===== config.mk =====
export PLATFORM = sky130hd
export DESIGN_NAME = plic_gateway_array
export DESIGN_NICKNAME = d
export VERILOG_FILES = /design/src/rtl/plic_gateway_array.sv
export SDC_FILE = /design/constraint.sdc
export NUM_CORES = 1
export LEC_CHECK = 0
export CAP_MARGIN = 20
export CORE_ASPECT_RATIO = 1.5
export CORE_MARGIN = 2
export CORE_UTILIZATION = 55
export CTS_BUF_LIST = sky130_fd_sc_hd__clkbuf_4 sky130_fd_sc_hd__clkbuf_8 sky130_fd_sc_hd__clkbuf_16
export CTS_CLUSTER_SIZE = 16
export DETAILED_ROUTE_END_ITERATION = 8
export PLACE_DENSITY_LB_ADDON = 0.15
export SYNTH_ARGS = -nofsm -noshare
export SYNTH_HDL_FRONTEND = slang
export SYNTH_SLANG_ARGS = --single-unit
export TNS_END_PERCENT = 50

===== constraint.sdc =====
create_clock -name clk -period 2.63 [get_ports clk]
set_input_delay 0.3945 -clock clk [delete_from_list [all_inputs] [get_ports clk]]
set_output_delay 0.3945 -clock clk [all_outputs]
set_load 0.02 [all_outputs]

===== src/rtl/plic_gateway_array.sv =====
// PLIC gateway array: per-source edge/level requests become a single-outstanding ip bit; src->ip takes 2 edges
// (3 with PLIC_GW_SYNC_EN, which adds a synchroniser flop); no backpressure, claim/complete strobes always accepted.
module plic_gateway_array #(
   parameter int SOURCES = 8,
   parameter int CNT_W   = 4,
   parameter int ID_W    = 10
) (
   input  logic               clk,
   input  logic               rst_n,
   input  logic [SOURCES-1:0] src,
   input  logic [SOURCES-1:0] src_pol,
   input  logic [SOURCES-1:0] edge_lvl,
   input  logic               claim_vld,
   input  logic [ID_W-1:0]    claim_id,
   input  logic               complete_vld,
   input  logic [ID_W-1:0]    complete_id,
   input  logic [SOURCES-1:0] ovf_clr,
   output logic [SOURCES-1:0] ip,
   output logic [SOURCES-1:0] ovf
);

   typedef enum logic [1:0] {IDLE = 2'd0, PEND = 2'd1, CLAIMED = 2'd2} gw_state_t;

   localparam logic [CNT_W-1:0] CNT_MAX = '1;

   logic [SOURCES-1:0] s;
   logic [SOURCES-1:0] s_in;
   logic [SOURCES-1:0] s_r;
   logic [SOURCES-1:0] s_dly;
   logic [SOURCES-1:0] edge_evt;

   assign s = src ^ src_pol;

`ifdef PLIC_GW_SYNC_EN
   logic [SOURCES-1:0] s_meta;

   always_ff @(posedge clk or negedge rst_n) begin
      if (!rst_n) s_meta <= '0;
      else        s_meta <= s;
   end

   assign s_in = s_meta;
`else
   assign s_in = s;
`endif

   always_ff @(posedge clk or negedge rst_n) begin
      if (!rst_n) begin
         s_r   <= '0;
         s_dly <= '0;
      end else begin
         s_r   <= s_in;
         s_dly <= s_r;
      end
   end

   assign edge_evt = s_r & ~s_dly;

   for (genvar i = 0; i < SOURCES; i++) begin : g_ch
      localparam logic [ID_W-1:0] MY_ID = ID_W'(i + 1);

      gw_state_t        state;
      gw_state_t        state_nxt;
      logic [CNT_W-1:0] cnt;
      logic [CNT_W-1:0] cnt_nxt;
      logic             take;
      logic             dec;
      logic             ovf_set;
      logic             claim_hit;
      logic             complete_hit;
      logic             ip_q;
      logic             ovf_q;

      assign claim_hit    = claim_vld && (claim_id == MY_ID);
      assign complete_hit = complete_vld && (complete_id == MY_ID);

      always_comb begin
         state_nxt = state;
         take      = 1'b0;
         case (state)
            IDLE: begin
               take = edge_lvl[i] ? ((cnt != '0) || edge_evt[i]) : s_r[i];
               if (take) state_nxt = PEND;
            end
            PEND:    if (claim_hit)    state_nxt = CLAIMED;
            CLAIMED: if (complete_hit) state_nxt = IDLE;
            default: state_nxt = IDLE;
         endcase
      end

      // The edge that launches an IDLE->PEND is consumed in the same cycle, so evt+dec nets to zero.
      assign dec = take && edge_lvl[i];

      always_comb begin
         cnt_nxt = cnt;
         ovf_set = 1'b0;
         if (!edge_lvl[i]) begin
            cnt_nxt = '0;
         end else if (edge_evt[i] && !dec) begin
            if (cnt == CNT_MAX) ovf_set = 1'b1;
            else                cnt_nxt = cnt + 1'b1;
         end else if (dec && !edge_evt[i]) begin
            cnt_nxt = cnt - 1'b1;
         end
      end

      always_ff @(posedge clk or negedge rst_n) begin
         if (!rst_n) begin
            state <= IDLE;
            cnt   <= '0;
            ip_q  <= 1'b0;
            ovf_q <= 1'b0;
         end else begin
            state <= state_nxt;
            cnt   <= cnt_nxt;
            ip_q  <= (state_nxt == PEND);
            if (ovf_set)         ovf_q <= 1'b1;
            else if (ovf_clr[i]) ovf_q <= 1'b0;
         end
      end

      assign ip[i]  = ip_q;
      assign ovf[i] = ovf_q;
   end

endmodule


==> summary.md <==
| Metric | Value |
|---|---|
| Outcome | finished, final reports clean |
| Critical path type | input pin to flip-flop |
| Global-route wire length before repair | 19200 µm |
| CP Launch Point | edge_lvl[0] |
| CTS tree | built |
| RSZ-0062 raised after global routing | false |
| Post-synth EDFFs | 0 |
| Worst setup path end | g_ch[0].cnt[2] |
| Most frequent cells in the layout | 80 x dfrtp_1, 70 x clkdlybuf4s50_1, 40 x nand3_1 |
| IO Count | 72 |
| Leakage | 0.002495 µW |
| Initial antenna violation count | 0 |
| Setup bufs post-CTS | 0 |
| Gr ovfl total | 0 |
| Fmax | 424.4 MHz |
| 1st-pass router iterations | 4 |
| Worst r2r src | g_ch[0].state[1] |
| Mapped cell area | 4772 µm² |
| DR WL/cell | 15.95 µm |
| Synth Register Bits | 80 |
| Hold WS | 47.77 ps |
| CTS Hold Bufs | 0 |
| Synthesis Warnings | 0 |
| GPL Wtd Cong | 0.8802 |
| Initial DRC Count | 248 |
| Synthesized instance count | 505 |
| Req. time, crit path | 2860 ps |
| Die Ht | 118.1 µm |
| Critical Path Sink Type | flip-flop |
| Vias | 4349 |
| Placement Cell Area | 5667 µm² |
| Peak supply drop | 456.7 µV |
| Via density | 6.186 |
| Avg Inst Size Synth | 9.450 µm² |
| Logic depth of the worst path, buffers included | 9 |
| Area growth from synthesis to final layout | 26.09% |
| Layout cell share with drive strength beyond 1 | 10.57% |
| Critical-path cell list | clkdlybuf4s50_1 > or3b_2 > nand2_1 > xnor2_1 > ha_1 > and4bb_2 > a31oi_1 > o211ai_1 > mux2_2 |
| Buffers and inverters on the worst path | 1 |
| Final nets | 663 |
| Register area share after synthesis | 41.95% |
| Main synth FF type | dfrtp_1 |
| CORE AREA | 8413 µm² |
| Mapped Nets | 577 |
| Maxcap violations | 0 |
| Flop2flop setup slack | 310 ps |
| Min Tclk post-route | 2356 ps |
| Number of global-route vias before repair | 4375 |
| Row cnt | 41 |
| Slew Viols, Final | 0 |
| DP Wirelength | 8252 µm |
| Num CTS Buffers | 9 |
| Cell area power density | 708.3 nW/µm² |
| Slowest-stage cell, CP | clkdlybuf4s50_1 |
| FF-to-FF End | g_ch[0].cnt[2] |
| PnR worst setup slack | 273.7 ps |
| Routed Wire Length | 11210 µm |
| Worst path top cell family by delay | simple AND/OR/NAND/NOR gates |
| Worst clock skew | 5.583 ps |
| DP Cell Count | 687 |
| Worst slew margin | 51.92% |
| Drt drc | 0 |
| Sink Count | 80 |
| Most common cell after layout, fill and taps aside | dfrtp_1 |
| Final Hold Vio Count | 0 |
| Final instance area | 6017 µm² |
| Die Span X | 80.06 µm |
| Gr usage total | 25.00% |
| Largest net degree at the start of global routing | 81 |
| Critical Path AT | 2580 ps |
| Antenna viol nets, final | 0 |
| PortBufs | 71 |
| Clock Tree Buf Depth | 2 |
| HP Class | input pin to asynchronous set/reset pin |
| Fill cells | 654 |
| Clk pin slew, worst setup/hold paths | 60 ps |
| Ys async rst share | 100.0% |
| H-tree lvl count | 3 |
| Later-pin clock latency in the skew report | 340 ps |
| Worst-Margin Slew | 719.6 ps |
| Place WS | -65.93 ps |
| Critical path's largest stage delay | 470 ps |
| Worst setup SP type | input pin |
| Area of the die | 9453 µm² |
| Endpoints failing setup | 0 |
| R2R depth | 8 |
| Antenna diodes | 0 |
| Initial Utilization | 56.72% |
| Post-CTS Resized | 0 |
| Clock Tree Root | clkbuf_16 |
| Layout Cells excl Fill | 703 |
| Period utilization | 89.59% |
| Crit path max fanout | 4 |
| Synth cell types | 52 |
logic make-up after synthesis:
kind of cell,Yosys count,share of synthesized area [%]
adder cells (fa/ha/maj),16,4.195
flip-flops,80,41.95
XOR/XNOR,9,1.652
AND/OR/NAND/NOR,207,24.54
buffers and inverters,51,5.296
AO/OA/AOI/OAI,138,21.47
multiplexers,4,0.8914
where the power goes:
| part | internal [µW] | switching [µW] | total [µW] |
|---|---|---|---|
| combinational | 586 | 567 | 1150 |
| clock | 964 | 509 | 1470 |
| sequential | 1410 | 227 | 1640 |
synthesized netlist by cell type (8+ instances only):
| cell type | instances | area (µm²) |
|---|---|---|
| dfrtp_1 | 80 | 2002 |
| nand3_1 | 40 | 200.2 |
| inv_1 | 32 | 120.1 |
| nand2_1 | 27 | 101.4 |
| nor2_1 | 27 | 101.4 |
| o21ai_0 | 27 | 135.1 |
| nand2b_1 | 23 | 143.9 |
| and2_1 | 20 | 125.1 |
| a31oi_1 | 16 | 100.1 |
| buf_4 | 16 | 120.1 |
| ha_1 | 16 | 200.2 |
| nor3_1 | 15 | 75.07 |
| o21a_1 | 15 | 112.6 |
| a311oi_1 | 14 | 122.6 |
| o211ai_1 | 11 | 82.58 |
| nor3b_1 | 10 | 75.07 |
| a221oi_1 | 8 | 70.07 |
| o22ai_1 | 8 | 50.05 |
| o2bb2ai_1 | 8 | 70.07 |
| xor2_1 | 8 | 70.07 |
flip-flops by register name, summed over array words and instances, names as in the netlist:
register	count
g_ch.ovf_q	8
g_ch.state	16
s_r	8
g_ch.ip_q	8
s_dly	8
g_ch.cnt	32
through the flow:
step                power (µW)  TNS (ps)  utilization [%]
global route              4501         0            71.52
detailed placement        2778    -65.93            67.36
global placement          2707         0            67.36
CTS                       4262         0            71.52
floorplan                 2404         0                -
finish                    4262         0            71.52
cell type report:
| class | count | area (µm²) | area share, % |
|---|---|---|---|
| Inverter | 32 | 120.1 | 1.996 |
| Multi-Input combinational cell | 374 | 2517 | 41.84 |
| Sequential cell | 80 | 2002 | 33.27 |
| Tap cell | 107 | 133.9 | 2.225 |
| Clock inverter | 5 | 103.9 | 1.726 |
| Timing Repair Buffer | 94 | 893.4 | 14.85 |
| Clock buffer | 11 | 246.5 | 4.096 |
worst min path at each step:
| stage | startpoint | endpoint | slack (ps) | depth (start not counted) |
|---|---|---|---|---|
| final | rst_n | g_ch[6].cnt[3] | 50 | 2 |
| after detailed placement | s_r[7] | s_dly[7] | 390 | 0 |
| after floorplan | rst_n | g_ch[0].cnt[0] | 100 | 0 |
| after global routing | rst_n | g_ch[6].cnt[3] | 100 | 2 |
| after global placement | s_r[7] | s_dly[7] | 380 | 0 |
| after CTS | rst_n | g_ch[6].cnt[3] | 100 | 2 |
layer usage:
| metal | up-vias | global-route usage, % | part of all wire, % |
|---|---|---|---|
| met4 | 0 | 10.70 | 2.8 |
| met1 | 2119 | 28.33 | 39 |
| met2 | 132 | 44.74 | 54 |
| met5 | - | 0 | 0 |
| li1 | 2070 | - | - |
| met3 | 28 | 4.448 | 4.1 |
(Power assumes the default switching activity.)
